`src/rtl/mem_port_arbiter.sv`:
```
// Burst arbiter for the shared single-port image/filter memory: grants whole bursts,
// generates beat addresses and routes read data back. Define MEM_ARB_FIXED_PRIO_EN for fixed priority.
module mem_port_arbiter #(
  parameter int NUM_REQ = 3,
  parameter int ADDR_W  = 16,
  parameter int DATA_W  = 32,
  parameter int LEN_W   = 8,
  parameter int MEM_LAT = 1
) (
  input  logic                      clk,
  input  logic                      rst_n,
  input  logic [NUM_REQ-1:0]        req,
  input  logic [NUM_REQ-1:0]        req_we,
  input  logic [NUM_REQ*ADDR_W-1:0] req_addr,
  input  logic [NUM_REQ*LEN_W-1:0]  req_len,
  input  logic [NUM_REQ*DATA_W-1:0] wdata,
  output logic [NUM_REQ-1:0]        gnt,
  output logic [NUM_REQ-1:0]        wready,
  output logic [NUM_REQ-1:0]        rvalid,
  output logic [DATA_W-1:0]         rdata,
  output logic                      busy,
  output logic                      mem_en,
  output logic                      mem_we,
  output logic [ADDR_W-1:0]         mem_addr,
  output logic [DATA_W-1:0]         mem_wdata,
  input  logic [DATA_W-1:0]         mem_rdata
);
  localparam int IDX_W = (NUM_REQ > 1) ? $clog2(NUM_REQ) : 1;

  typedef enum logic {IDLE, BURST} state_t;
  state_t state, state_nx;

  logic [IDX_W-1:0]  win, pick;
  logic              found;
  logic [ADDR_W-1:0] addr_q;
  logic [LEN_W-1:0]  len_q, beat;
  logic              we_q;
  logic              in_burst, rd_beat;

  logic [MEM_LAT:1]  vld_pipe;
  logic [IDX_W-1:0]  tag_pipe [1:MEM_LAT];

`ifdef MEM_ARB_FIXED_PRIO_EN
  // Descending scan so the lowest requesting index is the last assignment.
  always_comb begin
    pick  = '0;
    found = 1'b0;
    for (int i = NUM_REQ-1; i >= 0; i--) begin
      if (req[i]) begin
        pick  = IDX_W'(i);
        found = 1'b1;
      end
    end
  end
`else
  logic [IDX_W-1:0] ptr;

  // Scan offsets from ptr downward so the smallest offset from ptr wins.
  always_comb begin
    int idx;
    idx   = 0;
    pick  = '0;
    found = 1'b0;
    for (int i = NUM_REQ-1; i >= 0; i--) begin
      idx = (int'(ptr) + i) % NUM_REQ;
      if (req[idx]) begin
        pick  = IDX_W'(idx);
        found = 1'b1;
      end
    end
  end

  always_ff @(posedge clk or negedge rst_n) begin
    if (!rst_n)
      ptr <= '0;
    else if (state == IDLE && found)
      ptr <= (pick == IDX_W'(NUM_REQ-1)) ? '0 : pick + 1'b1;
  end
`endif

  always_ff @(posedge clk or negedge rst_n) begin
    if (!rst_n) state <= IDLE;
    else        state <= state_nx;
  end

  always_comb begin
    state_nx = state;
    case (state)
      IDLE:    if (found) state_nx = BURST;
      BURST:   if (beat == len_q) state_nx = IDLE;
      default: state_nx = IDLE;
    endcase
  end

  always_ff @(posedge clk or negedge rst_n) begin
    if (!rst_n) begin
      win    <= '0;
      addr_q <= '0;
      len_q  <= '0;
      we_q   <= 1'b0;
      beat   <= '0;
    end else if (state == IDLE) begin
      if (found) begin
        win    <= pick;
        addr_q <= req_addr[int'(pick)*ADDR_W +: ADDR_W];
        len_q  <= req_len[int'(pick)*LEN_W +: LEN_W];
        we_q   <= req_we[pick];
        beat   <= '0;
      end
    end else begin
      addr_q <= addr_q + 1'b1;
      beat   <= beat + 1'b1;
    end
  end

  assign in_burst  = (state == BURST);
  assign rd_beat   = in_burst && !we_q;
  assign mem_en    = in_burst;
  assign mem_we    = in_burst && we_q;
  assign mem_addr  = in_burst ? addr_q : '0;
  assign mem_wdata = mem_we ? wdata[int'(win)*DATA_W +: DATA_W] : '0;

  // Read tags ride alongside the memory latency so rvalid lines up with mem_rdata.
  always_ff @(posedge clk or negedge rst_n) begin
    if (!rst_n) begin
      vld_pipe <= '0;
      for (int i = 1; i <= MEM_LAT; i++) tag_pipe[i] <= '0;
    end else begin
      vld_pipe[1] <= rd_beat;
      tag_pipe[1] <= win;
      for (int i = 2; i <= MEM_LAT; i++) begin
        vld_pipe[i] <= vld_pipe[i-1];
        tag_pipe[i] <= tag_pipe[i-1];
      end
    end
  end

  always_comb begin
    gnt    = '0;
    wready = '0;
    rvalid = '0;
    if (in_burst && beat == '0) gnt[win] = 1'b1;
    if (mem_we) wready[win] = 1'b1;
    if (vld_pipe[MEM_LAT]) rvalid[tag_pipe[MEM_LAT]] = 1'b1;
  end

  assign rdata = vld_pipe[MEM_LAT] ? mem_rdata : '0;
  assign busy  = in_burst || (|vld_pipe);

endmodule

```
`config.mk`:
```
export PLATFORM = sky130hd
export DESIGN_NAME = mem_port_arbiter
export DESIGN_NICKNAME = d
export VERILOG_FILES = /design/src/rtl/mem_port_arbiter.sv
export SDC_FILE = /design/constraint.sdc
export NUM_CORES = 1
export LEC_CHECK = 0
export ABC_AREA = 1
export CAP_MARGIN = 20
export CORE_MARGIN = 2
export CORE_UTILIZATION = 30
export CTS_CLUSTER_SIZE = 12
export DETAILED_ROUTE_END_ITERATION = 6
export PLACE_DENSITY = 0.75
export SYNTH_ARGS = -nofsm -noshare
export SYNTH_HDL_FRONTEND = slang
export SYNTH_SLANG_ARGS = --single-unit
```
`constraint.sdc`:
```
create_clock -name clk -period 2.75 [get_ports clk]
set_input_delay 0.4125 -clock clk [delete_from_list [all_inputs] [get_ports clk]]
set_output_delay 0.4125 -clock clk [all_outputs]
set_load 0.02 [all_outputs]
```
## After elaboration in Yosys (flattened, before gate mapping)

Cells that the tools add are included.

| cells by class | value |
|---|---|
| bitwise logic cells | 1 |
| divide/modulo/power cells | 3 |
| reductions and logical operators | 11 |
| shifts and indexed selects | 3 |
| equality and inequality tests | 2 |
| magnitude comparators | 8 |
| add/sub/neg operators | 5 |
| multiplexer cells | 35 |

Operator list:

| kind | number |
|---|---|
| $lt A32 B4 Y1 const B | 3 |
| $shiftx A96 B8 Y32 | 1 |
| $mod A32 B3 Y32 const B | 2 |
| $mux W32 | 2 |
| $mux W16 | 3 |
| $shiftx A48 B7 Y16 | 1 |
| $mod A3 B3 Y32 const B | 1 |
| $shiftx A24 B6 Y8 | 1 |
| $add A16 B1 Y16 const B | 1 |
| $mux W8 | 2 |
| $mux W1 | 14 |
| $lt A2 B3 Y1 const B | 3 |
| $mux W3 | 3 |
| $add A8 B1 Y8 const B | 1 |
| $bmux W1 S2 | 4 |
| $eq A8 B8 Y1 | 1 |
| $logic_not A8 Y1 | 1 |
| $mux W2 | 4 |
| $logic_and A1 B1 Y1 | 6 |
| $demux W1 S2 | 2 |
| $ge A2 B1 Y1 const B | 2 |
| $add A2 B1 Y3 const B | 1 |
| $add A2 B2 Y3 const B | 1 |
| $add A2 B1 Y2 const B | 1 |
| other kinds (7) | 7 |

| word-level totals | value |
|---|---|
| register bits after elaboration | 41 |
| word-level logic and storage cells | 77 |
| bits of input ports | 208 |
| output and inout port bits | 92 |

## Logic depth before layout (Yosys ltp)

| depth | value |
|---|---|
| depth after elaboration | 11 |
| gate-level depth with buffers | 16 |
| depth with buffers taken out | 16 |

## Worst setup path after synthesis

No wires, ideal clock.

| path | value |
|---|---|
| path type | register to output |
| start point | register state, in the netlist mem_en |
| end point | output gnt[0] |
| cell stages (with the launch flop) | 5 |
| buffers on the path | 2 |
| setup slack | 0.796 ns |
| arrival | 1.542 ns |
| required time | 2.338 ns |
| path through | dfrtp_1 -> clkbuf_1 -> buf_1 -> nand4_1 -> nor2_1 |

| between the ends | value |
|---|---|
| longest elaborated chain between the ends | 2 |

Ends and longest elaborated chain:

| item | RTL line | RTL |
|---|---|---|
| start: declaration | 31 | `state_t state, state_nx;` |
| start signal: assignment | 83 | `else state <= state_nx;` |
| $logic_and A1 B1 Y1 | 142 | `if (in_burst && beat == '0) gnt[win] = 1'b1;` |
| $mux W3 | 142 |  |
| end: declaration | 17 | `output logic [NUM_REQ-1:0] gnt,` |

No other way between the ends.

## Worst setup path after layout

| path | value |
|---|---|
| start point | register win[0] |
| end point | output mem_wdata[23] |

| between the ends | value |
|---|---|
| longest elaborated chain between the ends | 2 |

Ends and longest elaborated chain:

| item | RTL line | RTL |
|---|---|---|
| start: declaration | 33 | `logic [IDX_W-1:0] win, pick;` |
| start signal: assignment | 104 | `win <= pick;` |
| $shiftx A96 B8 Y32 | 121 | `assign mem_wdata = mem_we ? wdata[int'(win)*DATA_W +: DATA_W] : '0;` |
| $mux W32 | 121 |  |
| end: declaration | 25 | `output logic [DATA_W-1:0] mem_wdata,` |

No other way between the ends.

==> run metrics <==
Final Setup Violations 0; FF-to-FF End addr_q[8]$_DFFE_PN0P_; overall fraction of global-route tracks in use 21.97%; area grow syn2layout 81.03%; ys flop type dfrtp_1; io pins 300; Final WS setup 232.8 ps; VDD IR max 0.0006110 V; CP Cell Sequence inv_1 > nor2_1 > buf_4 > a22oi_1 > nand2_1 > nand2_1 > inv_1 > clkdlybuf4s50_1; Post-Place Cell Area 7292 um2; syn avg cell area 5.881 um2; CP Depth 8; Clock Tree Buf Depth 2; Critical R2R Launch ptr[0]$_DFFE_PN0P_; setup repair bufs after CTS 0; HPWL Detailed 13620 um; fin util 55.83%; Pleak 3.750 nW; post-CTS sizing 0; Worst setup EP type output port; PwrDens 1011 nW/um2; number of diodes 0; CTS H-tree lvls 2; FILL cells 1302; worst slack, placed 288.1 ps; Sink Count 41; share of post-route cells with drive strength above 1 5.146%; Overflow after GRT 0; vias per cell 4.674; slowest CP cell clkdlybuf4s50_1; site row count 42; clock skew 4.671 ps; PortBufs 299; Die Span X 121.1 um; vias in the first global route 5071; worst setup path class reg2out; initial antenna violation count 0; PnR Total Power 7.531 mW; Hold WC Path Type in2async; Setup Total Neg Slack 0 ps; sequential fraction of the synthesis area 24.92%; clock-pin slew on the worst setup and hold paths 60 ps; Final period util 91.54%; largest cells by area after synthesis dfrtp_1 25%, nand2_1 23%, inv_1 11%; DR vias 5455; Max Clk Rate 397.3 MHz; Mapped Area 4116 um2; CP Max Fanout 20; hold-fix buffers at CTS 0; final WL 16810 um; critical path's largest stage delay 600 ps; die height 121.1 um; Core Region 13350 um2; CP Buf/Inv Count 4; post-DR wirelength/cell 14.41 um; Finished Cell Area 7452 um2; DRT Pass-1 Iters 7; RSZ-0062 raised after global routing false; worst slew pin tran 968.2 ps; R2R Setup Slk 370 ps; nets 1205; total CTS buffers 5; # Max-Cap Violations 0; final count of hold timing violations 0; post-synthesis cell type count 40; Die ar. 14670 um2; Max Slew Vio Count 0; Crit path max-delay family buffers and inverters; Yosys top cell by area dfrtp_1; Post-Synthesis Cells 700; Final min period 2517 ps; Slew headroom 35.45%; Synth Net Count 914; worst skew pair latency 290 ps; crit path DAT 2100 ps; initial drt markers 304; Initial Util 30.84%; first-pass GRT wire length 25770 um; FF+latch count, synth 41; post-synth top area share 24.92%; GPL Wtd Cong 0.9047; Async S/R FF share, synth 100.0%; startpoint types register; DRC 0; CP required 2340 ps; DRT antenna net count 0; worst-case reg-to-reg path depth 14; largest net degree at the start of global routing 42; Yosys warnings 0; CTS Root Cell clkbuf_16; EDFF count, synth 0; CTS tree built; outcome finished clean
==> metal layers <==
layer | track usage (%) | wire, um
met4 | 8.764 | 567
met3 | 3.618 | 1353
met2 | 35.92 | 7906
met1 | 28.88 | 6985
met5 | 0 | 0
==> synthesized netlist by cell type, drive strengths merged, types with 6 or more instances <==
cell type / count
nand2: 262
inv: 131
dfrtp: 41
nor2: 40
nand3: 39
o21ai: 32
a22oi: 29
a21oi: 21
clkbuf: 18
buf: 13
or2: 13
nand4: 12
o211ai: 11
nor3: 8
ha: 6
==> flip-flops by register name, indices dropped and copies added, names as in the netlist <==
register  flops
addr_q       16
beat          8
len_q         8
mem_en        1
ptr           2
tag_pipe      2
vld_pipe      1
we_q          1
win           2
==> logic make-up (layout without fill, tap and decap cells) <==
group / Yosys count / in the layout / share of synthesized area [%]
compound gates: 102 / 102 / 15.59
fa+ha+maj: 6 / 6 / 1.824
buf+inv: 162 / 453 / 15.71
flops: 41 / 41 / 24.92
xor+xnor: 10 / 10 / 2.128
simple gates: 379 / 379 / 39.82
==> cell usage in the layout (no fill, tap or decap), types with 5 or more instances in the layout <==
cell,n
nor3_1,8
xnor2_1,5
nor2_1,36
or2_2,5
xor2_1,5
inv_2,6
dfrtp_1,41
a21oi_1,20
clkdlybuf4s50_1,298
nand4_1,11
ha_1,6
o211ai_1,11
o21ai_0,27
inv_1,124
clkbuf_16,5
nand3_1,38
buf_4,16
nand2_1,255
a22oi_1,29
==> where the power goes <==
group | switching (mW) | total, mW | internal, mW
clock network | 0.241 | 0.663 | 0.422
logic | 3.20 | 5.59 | 2.39
registers | 0.373 | 1.28 | 0.904
total | 3.82 | 7.53 | 3.71
==> final cells by class <==
type,count,area [um2],share of cell area [%]
inverter,131,494.2,6.632
sequential,41,1026,13.77
multi-input combinational,497,2444,32.79
clock inverter,2,35.03,0.4701
tap,176,220.2,2.955
clock buffer,5,125.1,1.679
timing repair buffer,315,3108,41.71
==> worst max path at each step <==
stage                                  start                     end  slack, ps
after floorplan             mem_en$_DFF_PN0_                  gnt[0]        800
after global placement                req[2]  addr_q[10]$_DFFE_PN0P_        360
after detailed placement              req[2]  addr_q[11]$_DFFE_PN0P_        290
after CTS                 win[0]$_DFFE_PN0P_           mem_wdata[23]        210
after global routing      win[0]$_DFFE_PN0P_           mem_wdata[23]         40
final                     win[0]$_DFFE_PN0P_           mem_wdata[23]        230
==> per-stage QoR <==
step	hold slack [ps]	cells
after floorplan	116.9	700
after global placement	420.1	1160
after detailed placement	418.9	1160
after CTS	316.5	1167
after global routing	354.1	1167
final	274.3	1167
Power figures use the tool's default switching activity.
